`src/rtl/memctrl_pkg.sv`:
```
// Shared definitions for the data-side memory controller: order types,
// IO window base, FSM states and the request record kept in flight/pending.
package memctrl_pkg;

  localparam int INST_TYPE_WIDTH = 4;
  typedef logic [INST_TYPE_WIDTH-1:0] ordertype_t;

  localparam ordertype_t OP_LB  = 4'd1;
  localparam ordertype_t OP_LH  = 4'd2;
  localparam ordertype_t OP_LW  = 4'd3;
  localparam ordertype_t OP_LBU = 4'd4;
  localparam ordertype_t OP_LHU = 4'd5;
  localparam ordertype_t OP_SB  = 4'd6;
  localparam ordertype_t OP_SH  = 4'd7;
  localparam ordertype_t OP_SW  = 4'd8;

  localparam logic [31:0] IO_BASE = 32'h0003_0000;

  typedef enum logic [2:0] {
    ST_IDLE,
    ST_READ,
    ST_READ_TAIL,
    ST_WRITE,
    ST_DONE
  } state_e;

  // One memory operation: direction, completion suppression, last byte index.
  typedef struct packed {
    logic        store;
    logic        sup;
    logic [1:0]  last;
    logic [31:0] addr;
    logic [31:0] data;
  } req_t;

  function automatic logic [2:0] size_of(input ordertype_t t);
    case (t)
      OP_LB, OP_LBU, OP_SB: size_of = 3'd1;
      OP_LH, OP_LHU, OP_SH: size_of = 3'd2;
      default:              size_of = 3'd4;
    endcase
  endfunction

endpackage

```
`src/rtl/mem_data_port.sv`:
```
// Data-side memory responder: serialises one load/store (plus one pending)
// onto the 8-bit RAM/IO port, little-endian, with IO back-pressure and flush.
module mem_data_port
  import memctrl_pkg::*;
#(
  parameter int          ADDR_W  = 32,
  parameter logic [31:0] IO_BASE = memctrl_pkg::IO_BASE
) (
  input  logic              clk,
  input  logic              rst_n,
  input  logic              rdy,
  input  logic              Clear_flag,
  input  logic              SLB_to_memctrl_needchange,
  input  logic              SLB_to_memctrl_needchange2,
  input  ordertype_t        SLB_to_memctrl_ordertype,
  input  logic [31:0]       SLB_to_memctrl_vj,
  input  logic [31:0]       SLB_to_memctrl_vk,
  input  logic [31:0]       SLB_to_memctrl_A,
  output logic              memctrl_data_ok,
  output logic [31:0]       memctrl_data_ans,
  input  logic [7:0]        mem_din,
  output logic [7:0]        mem_dout,
  output logic [ADDR_W-1:0] mem_a,
  output logic              mem_wr,
  input  logic              io_buffer_full
);

  state_e      state_q, state_d;
  logic [1:0]  idx_q, idx_d;
  req_t        cur_q, cur_d;
  req_t        pend_q, pend_d;
  logic        pend_vld_q, pend_vld_d;
  logic [31:0] asm_q, asm_d;
  logic [31:0] ans_q, ans_d;
  logic        rd_vld_q, rd_vld_d;
  logic [1:0]  rd_byte_q, rd_byte_d;

  logic        clr;
  logic        new_vld;
  req_t        new_req;
  logic        pend_live;
  req_t        pend_eff;
  logic [31:0] cur_addr;
  logic        stall;
  logic        start;
  logic        launch;

  assign clr      = rdy & Clear_flag;
  assign cur_addr = cur_q.addr + 32'(idx_q);
  assign stall    = (cur_addr >= IO_BASE) & io_buffer_full;

  // A flushed load request is dropped; a store is always accepted.
  assign new_vld = rdy & (SLB_to_memctrl_needchange2 |
                          (SLB_to_memctrl_needchange & ~Clear_flag));

  always_comb begin
    new_req.store = SLB_to_memctrl_needchange2;
    new_req.sup   = Clear_flag;
    new_req.last  = 2'(size_of(SLB_to_memctrl_ordertype) - 3'd1);
    new_req.addr  = SLB_to_memctrl_vj + SLB_to_memctrl_A;
    new_req.data  = SLB_to_memctrl_vk;
  end

  // Flush kills a waiting load but only silences a waiting store.
  assign pend_live = pend_vld_q & ~(clr & ~pend_q.store);
  always_comb begin
    pend_eff     = pend_q;
    pend_eff.sup = pend_q.sup | clr;
  end

  always_comb begin
    mem_a    = '0;
    mem_dout = '0;
    mem_wr   = 1'b0;
    case (state_q)
      ST_READ: mem_a = ADDR_W'(cur_addr);
      ST_WRITE: begin
        mem_a    = ADDR_W'(cur_addr);
        mem_dout = cur_q.data[{idx_q, 3'b000} +: 8];
        mem_wr   = rdy & ~stall;
      end
      default: ;
    endcase
  end

  assign memctrl_data_ok  = (state_q == ST_DONE) & rdy & ~cur_q.sup & ~Clear_flag;
  assign memctrl_data_ans = ans_q;

  // NOTE: every always_comb target gets a default first so no path leaves a
  // variable unassigned, which would otherwise infer a latch.
  always_comb begin
    state_d    = state_q;
    idx_d      = idx_q;
    cur_d      = cur_q;
    pend_d     = pend_q;
    pend_vld_d = pend_vld_q;
    ans_d      = ans_q;
    start      = 1'b0;
    launch     = 1'b0;
    rd_vld_d   = rdy & (state_q == ST_READ);
    rd_byte_d  = idx_q;

    // RAM data returns one cycle after an issued address regardless of rdy,
    // so capture is keyed to the issuing cycle rather than the current one.
    asm_d = asm_q;
    if (rd_vld_q) asm_d[{rd_byte_q, 3'b000} +: 8] = mem_din;

    if (rdy) begin
      case (state_q)
        ST_IDLE: start = 1'b1;
        ST_READ: begin
          if (clr) begin
            state_d = ST_IDLE;
            idx_d   = '0;
          end else if (idx_q == cur_q.last) begin
            state_d = ST_READ_TAIL;
          end else begin
            idx_d = idx_q + 2'd1;
          end
        end
        ST_READ_TAIL: begin
          if (clr) begin
            state_d = ST_IDLE;
          end else begin
            ans_d   = asm_d;
            state_d = ST_DONE;
          end
        end
        ST_WRITE: begin
          if (clr) cur_d.sup = 1'b1;
          if (!stall) begin
            if (idx_q == cur_q.last) state_d = ST_DONE;
            else                     idx_d   = idx_q + 2'd1;
          end
        end
        ST_DONE: begin
          state_d = ST_IDLE;
          start   = 1'b1;
        end
        default: state_d = ST_IDLE;
      endcase

      if (start && pend_live) begin
        cur_d      = pend_eff;
        launch     = 1'b1;
        pend_vld_d = new_vld;
        pend_d     = new_req;
      end else if (start && new_vld) begin
        cur_d      = new_req;
        launch     = 1'b1;
        pend_vld_d = 1'b0;
      end else if (new_vld) begin
        pend_vld_d = 1'b1;
        pend_d     = new_req;
      end else begin
        pend_vld_d = pend_live;
        pend_d     = pend_eff;
      end

      if (launch) begin
        idx_d   = '0;
        state_d = cur_d.store ? ST_WRITE : ST_READ;
        if (!cur_d.store) asm_d = '0;
      end
    end
  end

  // NOTE: sequential state uses non-blocking assignments so every flop
  // samples pre-edge values, independent of process evaluation order.
  always_ff @(posedge clk or negedge rst_n) begin
    if (!rst_n) begin
      state_q    <= ST_IDLE;
      idx_q      <= '0;
      cur_q      <= '0;
      pend_q     <= '0;
      pend_vld_q <= 1'b0;
      asm_q      <= '0;
      ans_q      <= '0;
      rd_vld_q   <= 1'b0;
      rd_byte_q  <= '0;
    end else begin
      state_q    <= state_d;
      idx_q      <= idx_d;
      cur_q      <= cur_d;
      pend_q     <= pend_d;
      pend_vld_q <= pend_vld_d;
      asm_q      <= asm_d;
      ans_q      <= ans_d;
      rd_vld_q   <= rd_vld_d;
      rd_byte_q  <= rd_byte_d;
    end
  end

endmodule

```
`config.mk`:
```
export PLATFORM = sky130hd
export DESIGN_NAME = mem_data_port
export DESIGN_NICKNAME = d
export VERILOG_FILES = /design/src/rtl/memctrl_pkg.sv /design/src/rtl/mem_data_port.sv
export SDC_FILE = /design/constraint.sdc
export NUM_CORES = 1
export LEC_CHECK = 0
export ABC_AREA = 1
export BUFFER_PORTS_ARGS = -buffer_cell sky130_fd_sc_hd__buf_2
export CORE_MARGIN = 1
export CORE_UTILIZATION = 35
export DETAILED_ROUTE_END_ITERATION = 6
export PLACE_DENSITY = 0.62
export SLEW_MARGIN = 20
export SYNTH_ARGS = -nofsm -noshare
export SYNTH_HDL_FRONTEND = slang
export SYNTH_SLANG_ARGS = --single-unit
```
`constraint.sdc`:
```
create_clock -name clk -period 7.5 [get_ports clk]
set_clock_uncertainty 0.15 [all_clocks]
set_input_delay 0.75 -clock clk [delete_from_list [all_inputs] [get_ports clk]]
set_output_delay 0.75 -clock clk [all_outputs]
set_load 0.1 [all_outputs]
```
==> flow_metrics.py, run 1 <==
metrics = {
    "outcome": {
        "status": "complete, no violations",
    },
    "floorplanning": {
        "num_rows": 68,
        "floorplan.die_area_um2": 35700,
        "die_y_um": 189,
        "initial_utilization_pct": 35.5,
        "core_region_area_um2": 34500,
        "boundaryPins": 189,
        "dieWidth_um": 189,
    },
    "global_route": {
        "gr_usage_total_pct": 20.0,
        "grt_remaining_overflow": 0,
        "grt_pass1_vias": 10800,
        "wire_length_of_the_first_global_routing_pass_um": 57500,
        "grt_max_degree": 101,
        "number_of_antenna_violations_at_the_first_check_in_global_routing": 0,
    },
    "synth": {
        "synthMostInstantiatedCell": "sky130_fd_sc_hd__nand2_1",
        "synth_edf_count": 0,
        "async_reset_ff_share_pct": 100,
        "synth_ff_type": "sky130_fd_sc_hd__dfrtp_1",
        "synth.top_cells.by_area": "sky130_fd_sc_hd__dfrtp_1 (43%), sky130_fd_sc_hd__nand2_1 (16%), sky130_fd_sc_hd__nor2_1 (7.0%)",
        "avgSynthCellArea_um2": 7.22,
        "mappedNetlistArea_um2": 12200,
        "ys_warnings": 0,
        "synth_area_leader_cell": "sky130_fd_sc_hd__dfrtp_1",
        "post_synthesis_net_count": 1849,
        "synth.yosys.seq_area_share_pct": 42.8,
        "synth_top_area_share_pct": 42.8,
        "ys_seq_elements": 209,
        "yosys-top-cells-count": "sky130_fd_sc_hd__nand2_1 (523), sky130_fd_sc_hd__nor2_1 (228), sky130_fd_sc_hd__dfrtp_1 (209), sky130_fd_sc_hd__inv_1 (138), sky130_fd_sc_hd__o21ai_0 (133)",
        "synthCells": 1693,
        "ys_types": 44,
    },
    "drt": {
        "wl_per_cell_um": 15.5,
        "vias_per_instance": 4.97,
        "antenna_violating_nets_post_route": 0,
        "totalWireLength_um": 36100,
        "drt-pass1-iter-count": 7,
        "post-route-drc-count": 0,
        "routed-via-count": 11500,
        "drt_iter0_drc": 685,
    },
    "placed_design": {
        "hpwl_reported_at_the_end_of_detailed_placement_um": 27400,
        "place.gp.congestion": 0.942,
        "dpl.cell_count": 2283,
        "io_buffer_count": 188,
    },
    "finish": {
        "drive_above_1_share_pct": 13.4,
        "layout.nets": 2009,
        "ff_latch_area_um2": 5230,
        "multiInputGateArea_um2": 6170,
        "diodes": 0,
        "postLayoutCoreUtil_pct": 41.4,
        "finish.cell_count_without_fillers": 2322,
        "final.fill_count": 3602,
        "areaGrowthSynthToFinish_pct": 16.7,
    },
    "sta": {
        "tns_ns": 0,
        "final-max-slew-violation-count": 0,
        "timing_worst_slew_pin_value_ns": 1.04,
        "grt_setup_unrepaired": "no",
        "maxSlewHeadroom_pct": 31.0,
        "timing.final.crit_share_pct": 65.3,
        "timing.final.hold_violations": 0,
        "clock_period_minus_worst_slack_ns": 4.90,
        "fin_hold_ws_ns": 0.150,
        "achievable-frequency_mhz": 204,
        "setup_viol": 0,
    },
    "cts": {
        "cts.clk_slew.worst_paths_ns": 0.06,
        "clock_tree_from_tritoncts": "built",
        "cts_made_buffers": 23,
        "postCtsSetupBuffers": 0,
        "cts_root_buf": "sky130_fd_sc_hd__clkbuf_16",
        "htree_num_levels": 1,
        "cts_resized": 0,
        "insertion_delay_ns": 0.53,
        "tritoncts_num_sinks": 209,
        "max-clock-path-buffers": 3,
        "ctsHoldBuffers": 0,
    },
    "critical_path": {
        "cp.arrival_ns": 4.00,
        "r2r-start": "state_q[1]",
        "critPathCaptureType": "output port",
        "timing.rr.end": "asm_q[27]",
        "critical_path.slowest_cell": "sky130_fd_sc_hd__dfrtp_1",
        "cp_common_cell": "sky130_fd_sc_hd__nand2_1",
        "critical_path_class": "flop to output port",
        "crit_path_max_fanout": 23,
        "cp.required_ns": 6.60,
        "cp_cell_sequence": "ha_1 > fa_1 > nand2_1 > nor2_4 > inv_1 > nor2_1 > nand2_1 > nand2_1 > nand2_1 > a21oi_1 > nand2_1 > nor2_1 > nand2_1 > a211oi_1 > buf_2",
        "reg_to_reg_setup_timing_slack_ns": 3.49,
        "r2r_cells": 9,
        "slowest_delay_ns": 0.83,
        "start_kind": "flop",
    },
    "power": {
        "vdd_drop_max_mv": 0.389,
        "p_leak_uw": 0.00711,
        "power_density_nw_per_um2": 407,
        "design_power_total_uw": 5800,
    },
    "worst_hold_path": {
        "min_path_type": "input port to async pin",
    },
    "flow_run": {
        "max_cap_violations": 0,
    },
}
==> final cells by class <==
type	count	area share [%]
clock buffers	33	4.58
clock inverters	6	0.666
inverters	145	3.82
multi-input cells	1278	43.2
flip-flops and latches	209	36.6
well taps	455	3.99
repair buffers	196	7.07
==> worst max path at each step <==
stage	depth (start not counted)	slack, ns	endpoint	start
after floorplan	13	2.59	mem_wr	idx_q[0]
after global placement	12	2.99	asm_q[2]	rdy
after detailed placement	12	2.95	asm_q[28]	rdy
after CTS	15	2.48	mem_wr	idx_q[0]
after global routing	15	2.28	mem_wr	idx_q[0]
final	15	2.60	mem_wr	idx_q[0]
==> report_power, final <==
part	switching [uW]	leakage (uW)	internal (uW)
logic	2100	0.00404	627
clock network	458	0.000369	674
registers	359	0.00270	1590
total	2910	0.00711	2890
==> per-stage QoR <==
step | worst slack [ns] | instance area (um^2)
3_3_place_gp | 2.99 | 13500
6_report | 2.60 | 14300
4_1_cts | 2.48 | 14300
3_5_place_dp | 2.95 | 13500
5_1_grt | 2.28 | 14300
2_1_floorplan | 2.59 | 12200
==> sequential cells by signal, indices dropped and copies added, names as in the netlist, 2 cells and up <==
name,flops
asm_q,32
rd_byte_q,2
pend_eff,67
idx_q,2
state_q,3
cur_q,68
memctrl_data_ans,32
==> cell families after synthesis <==
| family | share of synthesized area, % |
|---|---|
| compound gates | 16.0 |
| buf+inv | 6.82 |
| simple gates | 28.5 |
| fa+ha+maj | 4.32 |
| xor+xnor | 1.58 |
| flops | 42.8 |
| mux | 0.0819 |
==> layout by cell type (no fill, tap or decap), types with 3 or more instances in the layout <==
cell type / Yosys / routed
sky130_fd_sc_hd__a211oi_1: 4 / 4
sky130_fd_sc_hd__a21o_1: 3 / 3
sky130_fd_sc_hd__a21oi_1: 129 / 129
sky130_fd_sc_hd__a22oi_1: 51 / 51
sky130_fd_sc_hd__a31oi_1: 3 / 3
sky130_fd_sc_hd__buf_2: 13 / 187
sky130_fd_sc_hd__buf_4: 6 / 8
sky130_fd_sc_hd__clkbuf_1: 36 / 6
sky130_fd_sc_hd__clkbuf_16: 0 / 23
sky130_fd_sc_hd__clkbuf_8: 0 / 5
sky130_fd_sc_hd__clkinv_2: 0 / 4
sky130_fd_sc_hd__dfrtp_1: 209 / 209
sky130_fd_sc_hd__ha_1: 39 / 39
sky130_fd_sc_hd__inv_1: 138 / 138
sky130_fd_sc_hd__inv_2: 5 / 4
sky130_fd_sc_hd__nand2_1: 523 / 523
sky130_fd_sc_hd__nand3_1: 62 / 62
sky130_fd_sc_hd__nand3b_1: 9 / 9
sky130_fd_sc_hd__nand4_1: 7 / 7
sky130_fd_sc_hd__nor2_1: 228 / 227
sky130_fd_sc_hd__nor2_4: 4 / 5
sky130_fd_sc_hd__nor3_1: 17 / 17
sky130_fd_sc_hd__o21a_1: 3 / 3
sky130_fd_sc_hd__o21ai_0: 133 / 133
sky130_fd_sc_hd__o21ai_1: 14 / 14
sky130_fd_sc_hd__o21bai_1: 3 / 3
sky130_fd_sc_hd__xnor2_1: 6 / 6
sky130_fd_sc_hd__xor2_1: 16 / 16
==> per-layer routing <==
metal  vias to the layer above  global-route usage [%]  routed length, um
met2                       338                    31.4              16300
li1                       5838                       -                  -
met1                      5310                    29.4              17200
met4                         0                    5.06                771
met3                        45                    2.13               1850
met5                         -                       0                  0
==> worst max-delay path, delay by kind of cell (launching register included) <==
kind | cells | cell delay (ns)
AND/OR/NAND/NOR | 9 | 1.01
flip-flops | 1 | 0.83
adder cells (fa/ha/maj) | 2 | 0.59
buffers and inverters | 2 | 0.55
AO/OA/AOI/OAI | 2 | 0.46
(Power assumes the default switching activity.)
==> inputs of run 2 (changes only) <==
Clock period 7.5 ns to 5.1 ns, I/O delays scaled along.
==> flow_metrics.py, run 2 (synthesis results as in run 1) <==
metrics = {
    "cts": {
        "cts_root_buf": "sky130_fd_sc_hd__clkbuf_16",
        "max-clock-path-buffers": 3,
        "htree_num_levels": 1,
        "insertion_delay_ns": 0.52,
        "clock_tree_from_tritoncts": "built",
        "cts_made_buffers": 24,
        "postCtsSetupBuffers": 0,
        "cts.clk_slew.worst_paths_ns": 0.06,
        "tritoncts_num_sinks": 209,
    },
    "finish": {
        "diodes": 0,
        "drive_above_1_share_pct": 13.3,
        "final.fill_count": 3661,
        "final_common_cell": "sky130_fd_sc_hd__nand2_1",
        "layout.nets": 2011,
        "largest_register_ff_count": 68,
        "most_frequent_cells_in_the_layout": "sky130_fd_sc_hd__nand2_1 (523), sky130_fd_sc_hd__nor2_1 (227), sky130_fd_sc_hd__dfrtp_1 (209)",
        "areaGrowthSynthToFinish_pct": 16.5,
        "postLayoutCoreUtil_pct": 41.3,
        "regMostFlops": "cur_q",
    },
    "floorplanning": {
        "initial_utilization_pct": 35.5,
        "num_rows": 68,
        "die_y_um": 189,
        "boundaryPins": 189,
        "dieWidth_um": 189,
        "core_region_area_um2": 34500,
        "floorplan.die_area_um2": 35700,
    },
    "drt": {
        "top_routing_layer_in_use": "met5",
        "drt_iter0_drc": 834,
        "met2_length_um": 16500,
        "wl_per_cell_um": 15.7,
        "met3WireLength_um": 2030,
        "drt-pass1-iter-count": 7,
        "totalWireLength_um": 36500,
        "antenna_violating_nets_post_route": 0,
        "post-route-drc-count": 0,
        "vias_per_instance": 5.00,
        "routedLengthMet1_um": 17300,
        "routed-via-count": 11600,
    },
    "global_route": {
        "wire_length_of_the_first_global_routing_pass_um": 57900,
        "number_of_antenna_violations_at_the_first_check_in_global_routing": 3,
        "gr_usage_total_pct": 20.2,
        "grt_pass1_vias": 10900,
        "grt_remaining_overflow": 0,
        "grt_max_degree": 120,
    },
    "power": {
        "design_power_total_uw": 8470,
        "vdd_drop_max_mv": 0.607,
        "p_leak_uw": 0.00709,
        "power_density_nw_per_um2": 595,
    },
    "sta": {
        "timing_worst_slew_pin_value_ns": 0.985,
        "final-max-slew-violation-count": 0,
        "maxSlewHeadroom_pct": 34.3,
        "tns_ns": 0,
        "timing.final.hold_violations": 0,
        "timing.final.crit_share_pct": 84.3,
        "clock_period_minus_worst_slack_ns": 4.30,
        "setup_viol": 0,
        "grt_setup_unrepaired": "no",
        "achievable-frequency_mhz": 233,
    },
    "critical_path": {
        "crit_path_max_fanout": 15,
        "r2r-start": "state_q[0]",
        "critical_path_class": "flop to output port",
        "reg_to_reg_setup_timing_slack_ns": 1.81,
        "r2r_cells": 8,
        "worst_setup_path_endpoint": "mem_wr",
        "cp.required_ns": 4.44,
        "timing.rr.end": "asm_q[31]",
        "cp.arrival_ns": 3.64,
        "cp-startpoint": "idx_q[1]",
        "start_kind": "flop",
        "critPathCaptureType": "output port",
    },
    "outcome": {
        "status": "complete, no violations",
    },
    "worst_hold_path": {
        "min_path_type": "input port to flop",
    },
    "placed_design": {
        "place.gp.congestion": 0.906,
        "io_buffer_count": 188,
        "hpwl_reported_at_the_end_of_detailed_placement_um": 27500,
    },
    "flow_run": {
        "max_cap_violations": 0,
    },
}
## run 2: cell types whose count changed in the layout (fill, tap and decap cells not counted), sizes merged
| cell | delta |
|---|---|
| clkbuf | +2 |
| dlygate4sd3 | +1 |
| inv | -1 |
| clkinv | +1 |
| bufinv | -2 |
## run 2: worst min path at each step
stage               slack [ns]  cells after the start                  start                    to
CTS                       0.03                      3   SLB_to_memctrl_vk[6]           pend_eff[6]
finish                    0.05                      3   SLB_to_memctrl_vk[6]           pend_eff[6]
global placement          0.31                      2   memctrl_data_ans[10]  memctrl_data_ans[10]
global route              0.03                      3  SLB_to_memctrl_vk[14]          pend_eff[14]
floorplan                 0.06                      0                  rst_n              asm_q[0]
detailed placement        0.32                      2           pend_eff[45]          pend_eff[45]
## run 2: layout make-up
class                   count  area [um^2]  share of cell area, %
clock buffers              35          662                   4.65
clock inverters             4         31.3                  0.220
inverters                 145          546                   3.83
multi-input cells        1278         6170                   43.3
flip-flops and latches    209         5230                   36.7
well taps                 455          569                   4.00
repair buffers            197         1040                   7.27
## run 2: timing repair
action / CTS / global route
endpoints found under the hold margin: 82 / 0
resized for setup: 0 / 0
hold buffers: 1 / 0
## run 2: metrics by stage
| step | hold slack, ns | cells | setup slack (ns) | cell area [um^2] |
|---|---|---|---|---|
| 2_1_floorplan | 0.0644 | 1693 | 0.432 | 12200 |
| 3_3_place_gp | 0.310 | 2283 | 1.32 | 13500 |
| 4_1_cts | 0.0261 | 2323 | 0.740 | 14200 |
| 6_report | 0.0464 | 2323 | 0.799 | 14200 |
| 3_5_place_dp | 0.315 | 2283 | 1.29 | 13500 |
| 5_1_grt | 0.0346 | 2323 | 0.482 | 14200 |
## run 2: worst max-delay path, stage by stage, from the launching register on
cell and delay [ns]:
sky130_fd_sc_hd__dfrtp_1 0.72, sky130_fd_sc_hd__fa_1 0.38, sky130_fd_sc_hd__nand2_1 0.13, sky130_fd_sc_hd__nor2_4 0.18, sky130_fd_sc_hd__inv_1 0.06, sky130_fd_sc_hd__nor2_1 0.16, sky130_fd_sc_hd__nand2_1 0.07, sky130_fd_sc_hd__nand2_1 0.07
sky130_fd_sc_hd__nand2_1 0.05, sky130_fd_sc_hd__a21oi_1 0.11, sky130_fd_sc_hd__nand2_1 0.07, sky130_fd_sc_hd__nor2_1 0.10, sky130_fd_sc_hd__nand2_1 0.15, sky130_fd_sc_hd__a211oi_1 0.35, sky130_fd_sc_hd__buf_2 0.50
## run 2: report_power, final
group          switching, uW  internal (uW)  leakage, uW  total, uW
Clock                    670            892     0.000339       1560
Combinational           3130            926      0.00405       4050
Sequential               518           2340      0.00270       2860
## run 2: per-layer routing
metal,track usage (%),vias to the layer above
li1,-,5813
met1,29.2,5395
met2,32.2,343
met3,2.50,50
met4,4.37,6
met5,0,-
